--- config.mk ---
export PLATFORM = sky130hd
export DESIGN_NAME = pipe_adder_flat
export DESIGN_NICKNAME = d
export VERILOG_FILES = /design/src/rtl/pipe_adder_if.sv /design/src/rtl/pipe_adder.sv /design/src/flat_wrapper.sv
export SDC_FILE = /design/constraint.sdc
export NUM_CORES = 1
export LEC_CHECK = 0
export BUFFER_PORTS_ARGS = -buffer_cell sky130_fd_sc_hd__buf_2
export CELL_PAD_IN_SITES_DETAIL_PLACEMENT = 1
export CELL_PAD_IN_SITES_GLOBAL_PLACEMENT = 1
export CORE_UTILIZATION = 42
export DETAILED_ROUTE_END_ITERATION = 8
export HOLD_SLACK_MARGIN = 0.15
export PLACE_DENSITY_LB_ADDON = 0.1
export REMOVE_ABC_BUFFERS = 1
export SLEW_MARGIN = 30
export SYNTH_ARGS = -nofsm -noshare
export SYNTH_HDL_FRONTEND = slang
export SYNTH_SLANG_ARGS = --single-unit
--- constraint.sdc ---
create_clock -name clk -period 1.9 [get_ports clk]
set_input_delay 0.095 -clock clk [delete_from_list [all_inputs] [get_ports clk]]
set_output_delay 0.095 -clock clk [all_outputs]
set_load 0.02 [all_outputs]
--- src/rtl/pipe_adder_if.sv ---
// Operand and result streams of pipe_adder, each a valid/ready handshake.
// The producer of operands and consumer of results takes the master side.
interface pipe_adder_if #(
    parameter int WIDTH = 32
);
    logic             io_in_valid;
    logic             io_in_ready;
    logic             io_in_cin;
    logic             io_in_sub;
    logic [WIDTH-1:0] io_in_lhs;
    logic [WIDTH-1:0] io_in_rhs;
    logic             io_out_valid;
    logic             io_out_ready;
    logic [WIDTH-1:0] io_out_sum;
    logic             io_out_cout;
    logic             io_out_ovf;

    modport master (
        output io_in_valid, io_in_cin, io_in_sub, io_in_lhs, io_in_rhs, io_out_ready,
        input  io_in_ready, io_out_valid, io_out_sum, io_out_cout, io_out_ovf
    );

    modport slave (
        input  io_in_valid, io_in_cin, io_in_sub, io_in_lhs, io_in_rhs, io_out_ready,
        output io_in_ready, io_out_valid, io_out_sum, io_out_cout, io_out_ovf
    );
endinterface

--- src/rtl/pipe_adder.sv ---
// Pipelined add/subtract: WIDTH bits summed CHUNK bits per stage, with the carry
// registered at each stage boundary. Streams at one beat per cycle with backpressure.
module pipe_adder #(
    parameter int WIDTH  = 32,
    parameter int STAGES = 4
) (
    input  logic        clk,
    input  logic        reset,
    pipe_adder_if.slave bus
);
    localparam int CHUNK = WIDTH / STAGES;

    logic [WIDTH-1:0] b_in_s;
    logic             c0_s;
    logic             in_ready_s;

    // Subtract is lhs + ~rhs + ~borrow, so the pipeline itself only ever adds.
    assign b_in_s = bus.io_in_sub ? ~bus.io_in_rhs : bus.io_in_rhs;
    assign c0_s   = bus.io_in_sub ? ~bus.io_in_cin : bus.io_in_cin;

    for (genvar k = 0; k < STAGES; k++) begin : g_stage
        localparam int SRC_W = WIDTH - k * CHUNK;
        localparam int SUM_W = (k + 1) * CHUNK;

        logic             valid_q;
        logic             adv_s;
        logic             load_s;
        logic             cin_s;
        logic [SRC_W-1:0] lhs_src_s;
        logic [SRC_W-1:0] b_src_s;
        logic [CHUNK:0]   chunk_s;
        logic [SUM_W-1:0] sum_d;
        logic [SUM_W-1:0] sum_q;
        logic             carry_q;

        assign chunk_s = {1'b0, lhs_src_s[CHUNK-1:0]} + {1'b0, b_src_s[CHUNK-1:0]}
                       + {{CHUNK{1'b0}}, cin_s};

        if (k == 0) begin : g_src
            assign load_s    = bus.io_in_valid && in_ready_s;
            assign lhs_src_s = bus.io_in_lhs;
            assign b_src_s   = b_in_s;
            assign cin_s     = c0_s;
            assign sum_d     = chunk_s[CHUNK-1:0];
        end else begin : g_src
            assign load_s    = g_stage[k-1].valid_q && g_stage[k-1].adv_s;
            assign lhs_src_s = g_stage[k-1].g_hi.lhs_hi_q;
            assign b_src_s   = g_stage[k-1].g_hi.b_hi_q;
            assign cin_s     = g_stage[k-1].carry_q;
            assign sum_d     = {chunk_s[CHUNK-1:0], g_stage[k-1].sum_q};
        end

        // Stage register: hold while stalled, otherwise take what upstream offers.
        always_ff @(posedge clk or negedge reset) begin
            if (!reset) begin
                valid_q <= 1'b0;
                sum_q   <= {SUM_W{1'b0}};
                carry_q <= 1'b0;
            end else if (adv_s) begin
                valid_q <= load_s;
                if (load_s) begin
                    sum_q   <= sum_d;
                    carry_q <= chunk_s[CHUNK];
                end
            end
        end

        if (k < STAGES - 1) begin : g_hi
            logic [SRC_W-CHUNK-1:0] lhs_hi_q;
            logic [SRC_W-CHUNK-1:0] b_hi_q;

            // An empty downstream stage never blocks, so bubbles collapse under stall.
            assign adv_s = !valid_q || g_stage[k+1].adv_s || !g_stage[k+1].valid_q;

            // Unsummed upper operand chunks travel with the beat; their MSB is the sign.
            always_ff @(posedge clk or negedge reset) begin
                if (!reset) begin
                    lhs_hi_q <= {(SRC_W-CHUNK){1'b0}};
                    b_hi_q   <= {(SRC_W-CHUNK){1'b0}};
                end else if (adv_s && load_s) begin
                    lhs_hi_q <= lhs_src_s[SRC_W-1:CHUNK];
                    b_hi_q   <= b_src_s[SRC_W-1:CHUNK];
                end
            end
        end else begin : g_last
            logic ovf_d;
            logic ovf_q;

            assign adv_s = !valid_q || bus.io_out_ready;
            assign ovf_d = (lhs_src_s[SRC_W-1] == b_src_s[SRC_W-1])
                        && (chunk_s[CHUNK-1] != lhs_src_s[SRC_W-1]);

            // Overflow is resolved here, where the top chunk and both signs meet.
            always_ff @(posedge clk or negedge reset) begin
                if (!reset) begin
                    ovf_q <= 1'b0;
                end else if (adv_s && load_s) begin
                    ovf_q <= ovf_d;
                end
            end
        end
    end

    assign in_ready_s       = !g_stage[0].valid_q || g_stage[0].adv_s;
    assign bus.io_in_ready  = in_ready_s;
    assign bus.io_out_valid = g_stage[STAGES-1].valid_q;
    assign bus.io_out_sum   = g_stage[STAGES-1].sum_q;
    assign bus.io_out_cout  = g_stage[STAGES-1].carry_q;
    assign bus.io_out_ovf   = g_stage[STAGES-1].g_last.ovf_q;
endmodule

--- src/flat_wrapper.sv ---
// flat-port wrapper written by rule: the top's interface ports become plain ports
module pipe_adder_flat 
#(
    parameter int WIDTH  = 32,
    parameter int STAGES = 4
)
  (clk, reset, bus_io_in_valid, bus_io_in_cin, bus_io_in_sub, bus_io_in_lhs, bus_io_in_rhs, bus_io_out_ready, bus_io_in_ready, bus_io_out_valid, bus_io_out_sum, bus_io_out_cout, bus_io_out_ovf);
  pipe_adder_if #(.WIDTH(WIDTH)) bus_i ();
  input  logic clk;
  input  logic reset;
  input wire logic [$bits(bus_i.io_in_valid)-1:0] bus_io_in_valid;
  input wire logic [$bits(bus_i.io_in_cin)-1:0] bus_io_in_cin;
  input wire logic [$bits(bus_i.io_in_sub)-1:0] bus_io_in_sub;
  input wire logic [$bits(bus_i.io_in_lhs)-1:0] bus_io_in_lhs;
  input wire logic [$bits(bus_i.io_in_rhs)-1:0] bus_io_in_rhs;
  input wire logic [$bits(bus_i.io_out_ready)-1:0] bus_io_out_ready;
  output wire logic [$bits(bus_i.io_in_ready)-1:0] bus_io_in_ready;
  output wire logic [$bits(bus_i.io_out_valid)-1:0] bus_io_out_valid;
  output wire logic [$bits(bus_i.io_out_sum)-1:0] bus_io_out_sum;
  output wire logic [$bits(bus_i.io_out_cout)-1:0] bus_io_out_cout;
  output wire logic [$bits(bus_i.io_out_ovf)-1:0] bus_io_out_ovf;
  assign bus_i.io_in_valid = bus_io_in_valid;
  assign bus_i.io_in_cin = bus_io_in_cin;
  assign bus_i.io_in_sub = bus_io_in_sub;
  assign bus_i.io_in_lhs = bus_io_in_lhs;
  assign bus_i.io_in_rhs = bus_io_in_rhs;
  assign bus_i.io_out_ready = bus_io_out_ready;
  assign bus_io_in_ready = bus_i.io_in_ready;
  assign bus_io_out_valid = bus_i.io_out_valid;
  assign bus_io_out_sum = bus_i.io_out_sum;
  assign bus_io_out_cout = bus_i.io_out_cout;
  assign bus_io_out_ovf = bus_i.io_out_ovf;
  pipe_adder #(.WIDTH(WIDTH), .STAGES(STAGES)) u_core (.clk(clk), .reset(reset), .bus(bus_i));
endmodule
==> Word-level counts from Yosys, hierarchy flattened <==
Cells that the tools add are included.
{ "word_totals": {"reg_bits": 185, "in_bits": 70, "out_inout_bits": 36, "wordCells": 58} }
{ "op_classes": {"addsub": 8, "eq_ne": 2, "n_mux": 2, "bitwise_logic": 2, "n_reduce_logical": 25} }
{ "op_table": {"columns": ["operator", "n"], "rows": [
  ["adder 8 x 8 -> 9 bit", 4],
  ["adder 9 x 1 -> 9 bit", 4],
  ["two-way mux 32 bit", 1],
  ["inverter 32 bit", 1],
  ["logical AND 1 bit", 9],
  ["logical OR 1 bit", 8],
  ["AND reduction 2 bit", 4],
  ["zero test 1 bit", 4],
  ["equality test 1 bit", 1],
  ["two-way mux 1 bit", 1],
  ["inequality test 1 bit", 1],
  ["inverter 1 bit", 1]
]} }

==> Longest topological paths before layout <==
Gate-level depths: netlist (run 1).
{ "depth": {"ltp_word": 11, "mapped_depth": 10, "depth_no_buf": 8} }

==> Worst setup path after synthesis (run 1) <==
OpenSTA, ideal clock, no wires.
{ "synth_timing": {"kind": "input-to-reg", "start": "input bus_io_in_sub", "end": "register u_core.g_stage[0].carry_q", "setup_time_ns": 0.127, "t_arrival_ns": 2.359, "required_time_ns": 1.773, "slack_ns": -0.587, "stages": 10, "n_path_buf": 2, "path_cell_list": "clkbuf_1 > buf_2 > xor2_1 > fa_1 > fa_1 > a211oi_1 > o21ai_0 > and3_1 > o21ai_0 > a31oi_1"} }
{ "synth_via": {"elab_chain_len": 3, "elab_cells_between_ends": 4, "classes_between": "add/sub (2); mux (2)"} }
{ "synth_lines": {"columns": ["element", "line", "text"], "rows": [
  ["start: declaration", "flat_wrapper.sv:13", "input wire logic [$bits(bus_i.io_in_sub)-1:0] bus_io_in_sub;"],
  ["two-way mux 32 bit", "pipe_adder.sv:18", "assign b_in_s = bus.io_in_sub ? ~bus.io_in_rhs : bus.io_in_rhs;"],
  ["adder 8 x 8 -> 9 bit", "pipe_adder.sv:36", "assign chunk_s = {1'b0, lhs_src_s[CHUNK-1:0]} + {1'b0, b_src_s[CHUNK-1:0]}"],
  ["adder 9 x 1 -> 9 bit *", "pipe_adder.sv:37", "+ {{CHUNK{1'b0}}, cin_s};"],
  ["end signal: assignment", "pipe_adder.sv:63", "carry_q <= chunk_s[CHUNK];"],
  ["end: declaration", "pipe_adder.sv:34", "logic carry_q;"]
]} }
Mark *: on every way between the ends. The rest lies on a longest branch, timed or not.
A chain may end at the register's enable or synchronous reset.

==> Worst setup path after layout (run 1) <==
{ "layout_timing": {"start": "register u_core.g_stage[2].carry_q", "end": "register u_core.g_stage[3].sum_q[30] (netlist: u_core.bus.io_out_sum[30])"} }
{ "layout_via": {"elab_chain_len": 1} }
{ "layout_lines": {"columns": ["element", "line", "text"], "rows": [
  ["start: declaration", "pipe_adder.sv:34", null],
  ["start signal: assignment", "pipe_adder.sv:63", null],
  ["adder 9 x 1 -> 9 bit", "pipe_adder.sv:37", null],
  ["end signal: assignment", "pipe_adder.sv:57", "sum_q <= {SUM_W{1'b0}};"],
  ["end signal: assignment", "pipe_adder.sv:62", "sum_q <= sum_d;"],
  ["end: declaration", "pipe_adder.sv:33", "logic [SUM_W-1:0] sum_q;"]
]} }
Every way passes these cells.

==> run_summary.xml, run 1 <==
<?xml version="1.0" encoding="UTF-8"?>
<metrics>
  <group name="timing">
    <metric name="max_freq" unit="GHz">0.485</metric>
    <metric name="setup_repair_after_global_routing_missed_its_margin" unit="">yes</metric>
    <metric name="finClkSkew" unit="ns">0.00872</metric>
    <metric name="slew-limit-headroom" unit="">0.674</metric>
    <metric name="post-route-period-util" unit="">1.08</metric>
    <metric name="fin_ws" unit="ns">-0.161</metric>
    <metric name="worst_slew_pin_slew" unit="ns">0.489</metric>
    <metric name="setup_viol" unit="">10</metric>
    <metric name="final_hold_viol_count" unit="">0</metric>
    <metric name="slew_violations" unit="">0</metric>
    <metric name="tmin_final" unit="ns">2.06</metric>
  </group>
  <group name="yosys">
    <metric name="synth-seq-cells" unit="">185</metric>
    <metric name="synth-seq-area-share" unit="">0.558</metric>
    <metric name="synthDistinctLibCells" unit="">38</metric>
    <metric name="synthesis.area" unit="um2">8300</metric>
    <metric name="postSynthCellCount" unit="">697</metric>
    <metric name="synth.area.top_cells" unit="">sky130_fd_sc_hd__dfrtp_1 (56%), sky130_fd_sc_hd__mux2_2 (14%), sky130_fd_sc_hd__nand2_1 (6.1%), sky130_fd_sc_hd__ha_1 (4.2%), sky130_fd_sc_hd__o21ai_0 (3.4%)</metric>
    <metric name="post_synthesis_average_cell_area" unit="um2">11.9</metric>
    <metric name="yosysWarnings" unit="">0</metric>
    <metric name="synth_top_cell_by_area" unit="">sky130_fd_sc_hd__dfrtp_1</metric>
    <metric name="synth.top_cell.area_share" unit="">0.558</metric>
  </group>
  <group name="place">
    <metric name="preCtsSetupSlack" unit="ns">-0.500</metric>
    <metric name="place_congestion" unit="">0.815</metric>
    <metric name="io_buffer_count" unit="">105</metric>
    <metric name="hpwl" unit="um">12400</metric>
  </group>
  <group name="critical_path">
    <metric name="timing.setup.critical_path_class" unit="">reg2reg</metric>
    <metric name="crit_path_top_delay_cell" unit="">sky130_fd_sc_hd__fa_2</metric>
    <metric name="critical_path.max_stage_delay" unit="ns">0.43</metric>
    <metric name="required" unit="ns">2.20</metric>
    <metric name="critical_path.max_fanout" unit="">2</metric>
    <metric name="worst_ep_arrival_time" unit="ns">2.36</metric>
    <metric name="cp.buffers_inverters" unit="">0</metric>
    <metric name="critical_path.startpoint_type" unit="">flip-flop</metric>
    <metric name="critical_path.cell_chain" unit="">fa_2 -&gt; fa_2 -&gt; a21oi_2 -&gt; o211ai_1 -&gt; a21oi_2 -&gt; xor2_1 -&gt; o21ai_1</metric>
    <metric name="worstSetupEndpointType" unit="">flip-flop</metric>
    <metric name="critical_path.top_delay_family" unit="">adder cells</metric>
  </group>
  <group name="clocking">
    <metric name="cts_tree" unit="">built</metric>
    <metric name="tritoncts_num_sinks" unit="">185</metric>
    <metric name="worstSkewPairLatency" unit="ns">0.43</metric>
    <metric name="cts.path.max_buffers" unit="">2</metric>
    <metric name="cts.clk_slew.worst_paths" unit="ns">0.07</metric>
    <metric name="clock_tree.htree_level_count" unit="">4</metric>
    <metric name="cts-buffers-inserted" unit="">17</metric>
    <metric name="cts_root_buf" unit="">sky130_fd_sc_hd__clkbuf_16</metric>
  </group>
  <group name="finish">
    <metric name="antenna-diode-count" unit="">0</metric>
    <metric name="most_common_library_cell_in_the_layout_ignoring_fill_and_taps" unit="">sky130_fd_sc_hd__dfrtp_1</metric>
    <metric name="final_cell_mix" unit="">sky130_fd_sc_hd__dfrtp_1 (185), sky130_fd_sc_hd__nand2_1 (131), sky130_fd_sc_hd__buf_2 (104), sky130_fd_sc_hd__mux2_2 (101), sky130_fd_sc_hd__dlygate4sd3_1 (56)</metric>
    <metric name="design.final.nets" unit="">998</metric>
    <metric name="final_layout_size_suffix_gt1_frac" unit="">0.356</metric>
    <metric name="syn_to_final_growth" unit="%">29.8</metric>
  </group>
  <group name="min_path">
    <metric name="min-delay-path-class" unit="">in2reg</metric>
  </group>
  <group name="floorplanning">
    <metric name="top_level_ports" unit="">106</metric>
    <metric name="floorplan.initialDensity" unit="">0.428</metric>
    <metric name="die_width" unit="um">143</metric>
    <metric name="coreArea" unit="um2">19400</metric>
    <metric name="die_h" unit="um">143</metric>
    <metric name="core.rowCount" unit="">51</metric>
    <metric name="fp.dieArea" unit="um2">20300</metric>
  </group>
  <group name="pwr">
    <metric name="leakagePower" unit="nW">5.02</metric>
    <metric name="max-vdd-ir-drop" unit="uV">647</metric>
    <metric name="cellPowerDensity" unit="nW/um2">1380</metric>
    <metric name="fin_total_pwr" unit="mW">14.9</metric>
  </group>
  <group name="run_status">
    <metric name="outcome" unit="">finished, violations left</metric>
    <metric name="failing_checks" unit="">negative setup slack</metric>
  </group>
  <group name="detailed_routing">
    <metric name="drtIter0Drc" unit="">162</metric>
    <metric name="detailroute.via_count" unit="">5792</metric>
    <metric name="ant_nets" unit="">0</metric>
    <metric name="avgRoutedWirePerCell" unit="um">16.4</metric>
    <metric name="vias_per_cell" unit="">4.95</metric>
    <metric name="final_wirelength" unit="um">19100</metric>
    <metric name="drc_violations" unit="">0</metric>
    <metric name="detailedRoute.firstPassIterationCount" unit="">4</metric>
  </group>
  <group name="grt">
    <metric name="globalRouteTotalUtil" unit="">0.206</metric>
    <metric name="grt_max_degree" unit="">81</metric>
    <metric name="grt_pass1_wl" unit="um">32400</metric>
    <metric name="antenna_found_initial" unit="">0</metric>
    <metric name="gr-total-overflow" unit="">0</metric>
    <metric name="grt_pass1_vias" unit="">6473</metric>
  </group>
  <group name="flow_run">
    <metric name="cap_violations" unit="">0</metric>
  </group>
</metrics>
==> Yosys cell counts, drive strengths merged <==
cell      n
ha       28
xnor2    28
o211ai    2
a21o      5
a21oi    15
o31ai     8
inv       9
a211oi    9
o21bai    4
fa        8
nor2     13
o21ai    59
or2       2
nor3      6
and2      2
nand2b    8
o311ai    1
a41o      1
a31oi     4
buf      24
mux2i     1
o21a      1
nand2   135
nand3     1
mux2    102
dfrtp   185
xor2     24
nor2b     1
nand4b    1
and3      1
clkbuf    6
o31a      1
nand3b    1
o211a     1
==> worst paths after layout <==
check	cells after the start	from	to	slack, ns
max in group asynchronous	3	reset	u_core.bus.io_out_sum[14]	1.05
setup reg to reg	7	u_core.g_stage[2].carry_q	u_core.bus.io_out_sum[30]	-0.16
hold reg to reg	2	u_core.g_stage[0].g_hi.lhs_hi_q[17]	u_core.g_stage[0].g_hi.lhs_hi_q[17]	0.47
min in group asynchronous	2	reset	u_core.g_stage[2].g_hi.b_hi_q[2]	0.19
hold / removal	4	bus_io_in_lhs[6]	u_core.g_stage[0].carry_q	0.17
setup / recovery	7	u_core.g_stage[2].carry_q	u_core.bus.io_out_sum[30]	-0.16
==> timing repair <==
action	CTS	global route
resized for setup	35	22
cloned	0	0
hold endpoints to repair	240	0
hold buffers	56	0
buffers inserted	2	2
setup endpoints to repair	18	17
pin swaps	29	22
==> metal layers <==
metal	vias to the layer above	global-route usage	wire [um]
met5	-	0	0
met1	2921	0.254	8400
met4	0	0.0515	168
li1	2771	-	-
met2	84	0.370	10100
met3	16	0.0407	493
==> sequential cells by signal, summed over array words and instances, names as in the netlist <==
register / count
u_core.bus.io_out_ovf: 1
u_core.bus.io_out_cout: 1
u_core.g_stage.valid_q: 3
u_core.bus.io_out_sum: 32
u_core.g_stage.g_hi.lhs_hi_q: 48
u_core.bus.io_out_valid: 1
u_core.g_stage.sum_q: 48
u_core.g_stage.carry_q: 3
u_core.g_stage.g_hi.b_hi_q: 48
==> cell families (layout without fill, tap and decap cells) <==
group | after synthesis | count (layout) | synth area share
XOR/XNOR | 52 | 52 | 0.0549
AND/OR/NAND/NOR | 171 | 171 | 0.0847
AO/OA/AOI/OAI | 111 | 111 | 0.0784
adder cells (fa/ha/maj) | 36 | 36 | 0.0615
flip-flops | 185 | 185 | 0.558
multiplexers | 103 | 103 | 0.140
buffers and inverters | 39 | 247 | 0.0228
==> tightest hold or removal path: cells and delay by family <==
family	cells	cell delay (ns)
compound gates	2	0.23
fa+ha+maj	1	0.16
buf+inv	1	0.08
==> cell type report <==
| cell class | count | area (um2) |
|---|---|---|
| Inverter | 9 | 33.8 |
| Tap cell | 265 | 332 |
| Sequential cell | 185 | 4630 |
| Multi-Input combinational cell | 473 | 3660 |
| Clock inverter | 11 | 97.6 |
| Fill cell | 2100 | 8620 |
| Timing Repair Buffer | 206 | 1550 |
| Clock buffer | 21 | 470 |
==> power by group <==
part           switching [mW]  leakage [nW]  internal, mW  total, mW
sequential              0.796          2.25          5.29       6.09
clock                    1.51         0.271          1.90       3.41
combinational            2.72          2.51          2.69       5.41
total                    5.02          5.02          9.88       14.9
==> metrics by stage <==
stage / std cells / hold slack [ns] / utilization / TNS [ns] / instance area (um2)
floorplan: 667 / -0.201 / - / -56.69 / 8150
finish: 1170 / 0.171 / 0.555 / -0.593 / 10800
detailed placement: 1078 / 0.0814 / 0.486 / -4.93 / 9430
global route: 1170 / 0.218 / 0.555 / -1.77 / 10800
CTS: 1168 / 0.167 / 0.550 / -0.809 / 10700
global placement: 1078 / 0.0752 / 0.486 / -3.92 / 9430
Power figures use the tool's default switching activity.
==> inputs of run 2 (changes only) <==
Settings changed: CORE_MARGIN set to 3.
==> run_summary.xml, run 2 (synthesis gave the netlist of run 1 again) <==
<?xml version="1.0" encoding="UTF-8"?>
<metrics>
  <group name="run_status">
    <metric name="outcome" unit="">finished, violations left</metric>
    <metric name="failing_checks" unit="">negative setup slack</metric>
  </group>
  <group name="floorplanning">
    <metric name="top_level_ports" unit="">106</metric>
    <metric name="die_width" unit="um">147</metric>
    <metric name="coreArea" unit="um2">19100</metric>
    <metric name="core.rowCount" unit="">50</metric>
    <metric name="die_h" unit="um">147</metric>
    <metric name="floorplan.initialDensity" unit="">0.435</metric>
    <metric name="fp.dieArea" unit="um2">21500</metric>
  </group>
  <group name="clocking">
    <metric name="worstSkewPairLatency" unit="ns">0.42</metric>
    <metric name="cts_root_buf" unit="">sky130_fd_sc_hd__clkbuf_16</metric>
    <metric name="cts-buffers-inserted" unit="">17</metric>
    <metric name="cts.clk_slew.worst_paths" unit="ns">0.06</metric>
    <metric name="cts_tree" unit="">built</metric>
    <metric name="clock_tree.htree_level_count" unit="">4</metric>
    <metric name="cts.path.max_buffers" unit="">2</metric>
    <metric name="tritoncts_num_sinks" unit="">185</metric>
  </group>
  <group name="critical_path">
    <metric name="required" unit="ns">2.20</metric>
    <metric name="worstSetupEndpointType" unit="">flip-flop</metric>
    <metric name="worst_ep_arrival_time" unit="ns">2.35</metric>
    <metric name="critical_path.max_fanout" unit="">2</metric>
    <metric name="timing.setup.critical_path_class" unit="">reg2reg</metric>
    <metric name="critical_path.startpoint_type" unit="">flip-flop</metric>
  </group>
  <group name="timing">
    <metric name="setup_viol" unit="">10</metric>
    <metric name="setup_repair_after_global_routing_missed_its_margin" unit="">yes</metric>
    <metric name="post-route-period-util" unit="">1.08</metric>
    <metric name="final_hold_viol_count" unit="">0</metric>
    <metric name="fin_ws" unit="ns">-0.149</metric>
    <metric name="finClkSkew" unit="ns">0.00761</metric>
    <metric name="fin_tns_setup" unit="ns">-0.842</metric>
    <metric name="slew-limit-headroom" unit="">0.565</metric>
    <metric name="tmin_final" unit="ns">2.05</metric>
    <metric name="worst_slew_pin_slew" unit="ns">0.653</metric>
    <metric name="slew_violations" unit="">0</metric>
    <metric name="max_freq" unit="GHz">0.488</metric>
  </group>
  <group name="grt">
    <metric name="gr-total-overflow" unit="">0</metric>
    <metric name="grt_pass1_wl" unit="um">31900</metric>
    <metric name="grt_max_degree" unit="">81</metric>
    <metric name="globalRouteTotalUtil" unit="">0.183</metric>
    <metric name="grt_pass1_vias" unit="">6545</metric>
    <metric name="antenna_found_initial" unit="">0</metric>
  </group>
  <group name="detailed_routing">
    <metric name="ant_nets" unit="">0</metric>
    <metric name="final_wirelength" unit="um">19100</metric>
    <metric name="avgRoutedWirePerCell" unit="um">16.4</metric>
    <metric name="drtIter0Drc" unit="">194</metric>
    <metric name="detailedRoute.firstPassIterationCount" unit="">4</metric>
    <metric name="vias_per_cell" unit="">4.93</metric>
    <metric name="detailroute.via_count" unit="">5732</metric>
    <metric name="drc_violations" unit="">0</metric>
  </group>
  <group name="min_path">
    <metric name="min-delay-path-class" unit="">in2async</metric>
  </group>
  <group name="place">
    <metric name="place_congestion" unit="">0.804</metric>
    <metric name="io_buffer_count" unit="">105</metric>
    <metric name="hpwl" unit="um">12500</metric>
    <metric name="place_area" unit="um2">9390</metric>
  </group>
  <group name="finish">
    <metric name="most_common_library_cell_in_the_layout_ignoring_fill_and_taps" unit="">sky130_fd_sc_hd__dfrtp_1</metric>
    <metric name="antenna-diode-count" unit="">0</metric>
    <metric name="syn_to_final_growth" unit="%">29.4</metric>
    <metric name="multiInputGateArea" unit="um2">3680</metric>
    <metric name="largestRegisters" unit="">u_core.g_stage.g_hi.b_hi_q (48), u_core.g_stage.g_hi.lhs_hi_q (48), u_core.g_stage.sum_q (48)</metric>
    <metric name="design.final.nets" unit="">995</metric>
    <metric name="final_cell_mix" unit="">sky130_fd_sc_hd__dfrtp_1 (185), sky130_fd_sc_hd__nand2_1 (131), sky130_fd_sc_hd__buf_2 (104), sky130_fd_sc_hd__mux2_2 (101), sky130_fd_sc_hd__dlygate4sd3_1 (56)</metric>
    <metric name="final_layout_size_suffix_gt1_frac" unit="">0.351</metric>
    <metric name="filler_cell_count" unit="">1987</metric>
    <metric name="finalInstanceArea" unit="um2">10700</metric>
    <metric name="sequential_cell_area" unit="um2">4630</metric>
  </group>
  <group name="pwr">
    <metric name="max-vdd-ir-drop" unit="uV">646</metric>
    <metric name="fin_total_pwr" unit="mW">14.9</metric>
    <metric name="leakagePower" unit="nW">5.02</metric>
    <metric name="cellPowerDensity" unit="nW/um2">1390</metric>
  </group>
  <group name="flow_run">
    <metric name="cap_violations" unit="">0</metric>
  </group>
</metrics>
==> run 2: cell types whose count changed in the layout (fill, tap and decap cells not counted), sizes merged <==
| cell | change |
|---|---|
| clkinvlp | -2 |
| clkbuf | +4 |
| clkinv | -2 |
| buf | -3 |
==> run 2: layer usage <==
| layer | routed length, um | GRT usage | vias to the layer above |
|---|---|---|---|
| li1 | - | - | 2756 |
| met1 | 8400 | 0.226 | 2889 |
| met2 | 10100 | 0.332 | 77 |
| met3 | 449 | 0.0320 | 10 |
| met4 | 137 | 0.0475 | 0 |
| met5 | 0 | 0 | - |
==> run 2: cell type report <==
class	count	share of cell area
sequential	185	0.431
inverter	9	0.00315
clock buffer	25	0.0471
multi-input combinational	473	0.342
clock inverter	7	0.00606
tap	260	0.0303
timing repair buffer	203	0.140
==> run 2: repair_timing <==
item	in CTS	in global routing
hold buffers	56	0
setup endpoints to repair	16	18
pin swaps	33	19
setup buffers	2	2
endpoints found under the hold margin	240	0
gates resized for setup	38	15
==> run 2: worst max-delay path, stage by stage (launching register included) <==
cell	delay [ns]
sky130_fd_sc_hd__dfrtp_1	0.40
sky130_fd_sc_hd__fa_2	0.41
sky130_fd_sc_hd__buf_4	0.15
sky130_fd_sc_hd__buf_6	0.11
sky130_fd_sc_hd__a211oi_4	0.22
sky130_fd_sc_hd__o21bai_1	0.10
sky130_fd_sc_hd__a21oi_1	0.19
sky130_fd_sc_hd__xor2_1	0.25
sky130_fd_sc_hd__o21ai_1	0.11
==> run 2: path summary, 6_finish.rpt <==
kind                            slack, ns                                start  cells past startpoint                                   to
worst min-delay path                 0.20                                reset                      2  u_core.g_stage[0].g_hi.lhs_hi_q[18]
worst max register to register      -0.15   u_core.g_stage[2].g_hi.lhs_hi_q[0]                      8            u_core.bus.io_out_sum[29]
worst max-delay path                -0.15   u_core.g_stage[2].g_hi.lhs_hi_q[0]                      8            u_core.bus.io_out_sum[29]
min in group clk                     0.20                     bus_io_in_lhs[6]                      4            u_core.g_stage[0].carry_q
worst min register to register       0.47  u_core.g_stage[0].g_hi.lhs_hi_q[21]                      2  u_core.g_stage[0].g_hi.lhs_hi_q[21]
max in group asynchronous            1.01                                reset                      3          u_core.g_stage[1].sum_q[13]
==> run 2: power by group <==
part | total [mW] | switching (mW) | internal [mW]
Sequential | 6.09 | 0.798 | 5.29
Combinational | 5.42 | 2.75 | 2.67
Clock | 3.41 | 1.43 | 1.98
==> run 2: stage by stage <==
| step | utilization | hold WS, ns | setup WS [ns] | std cells |
|---|---|---|---|---|
| floorplan | - | -0.201 | -0.611 | 667 |
| global placement | 0.492 | 0.0762 | -0.451 | 1070 |
| detailed placement | 0.492 | 0.0849 | -0.528 | 1070 |
| CTS | 0.559 | 0.185 | -0.139 | 1160 |
| global route | 0.563 | 0.242 | -0.236 | 1162 |
| finish | 0.563 | 0.199 | -0.149 | 1162 |
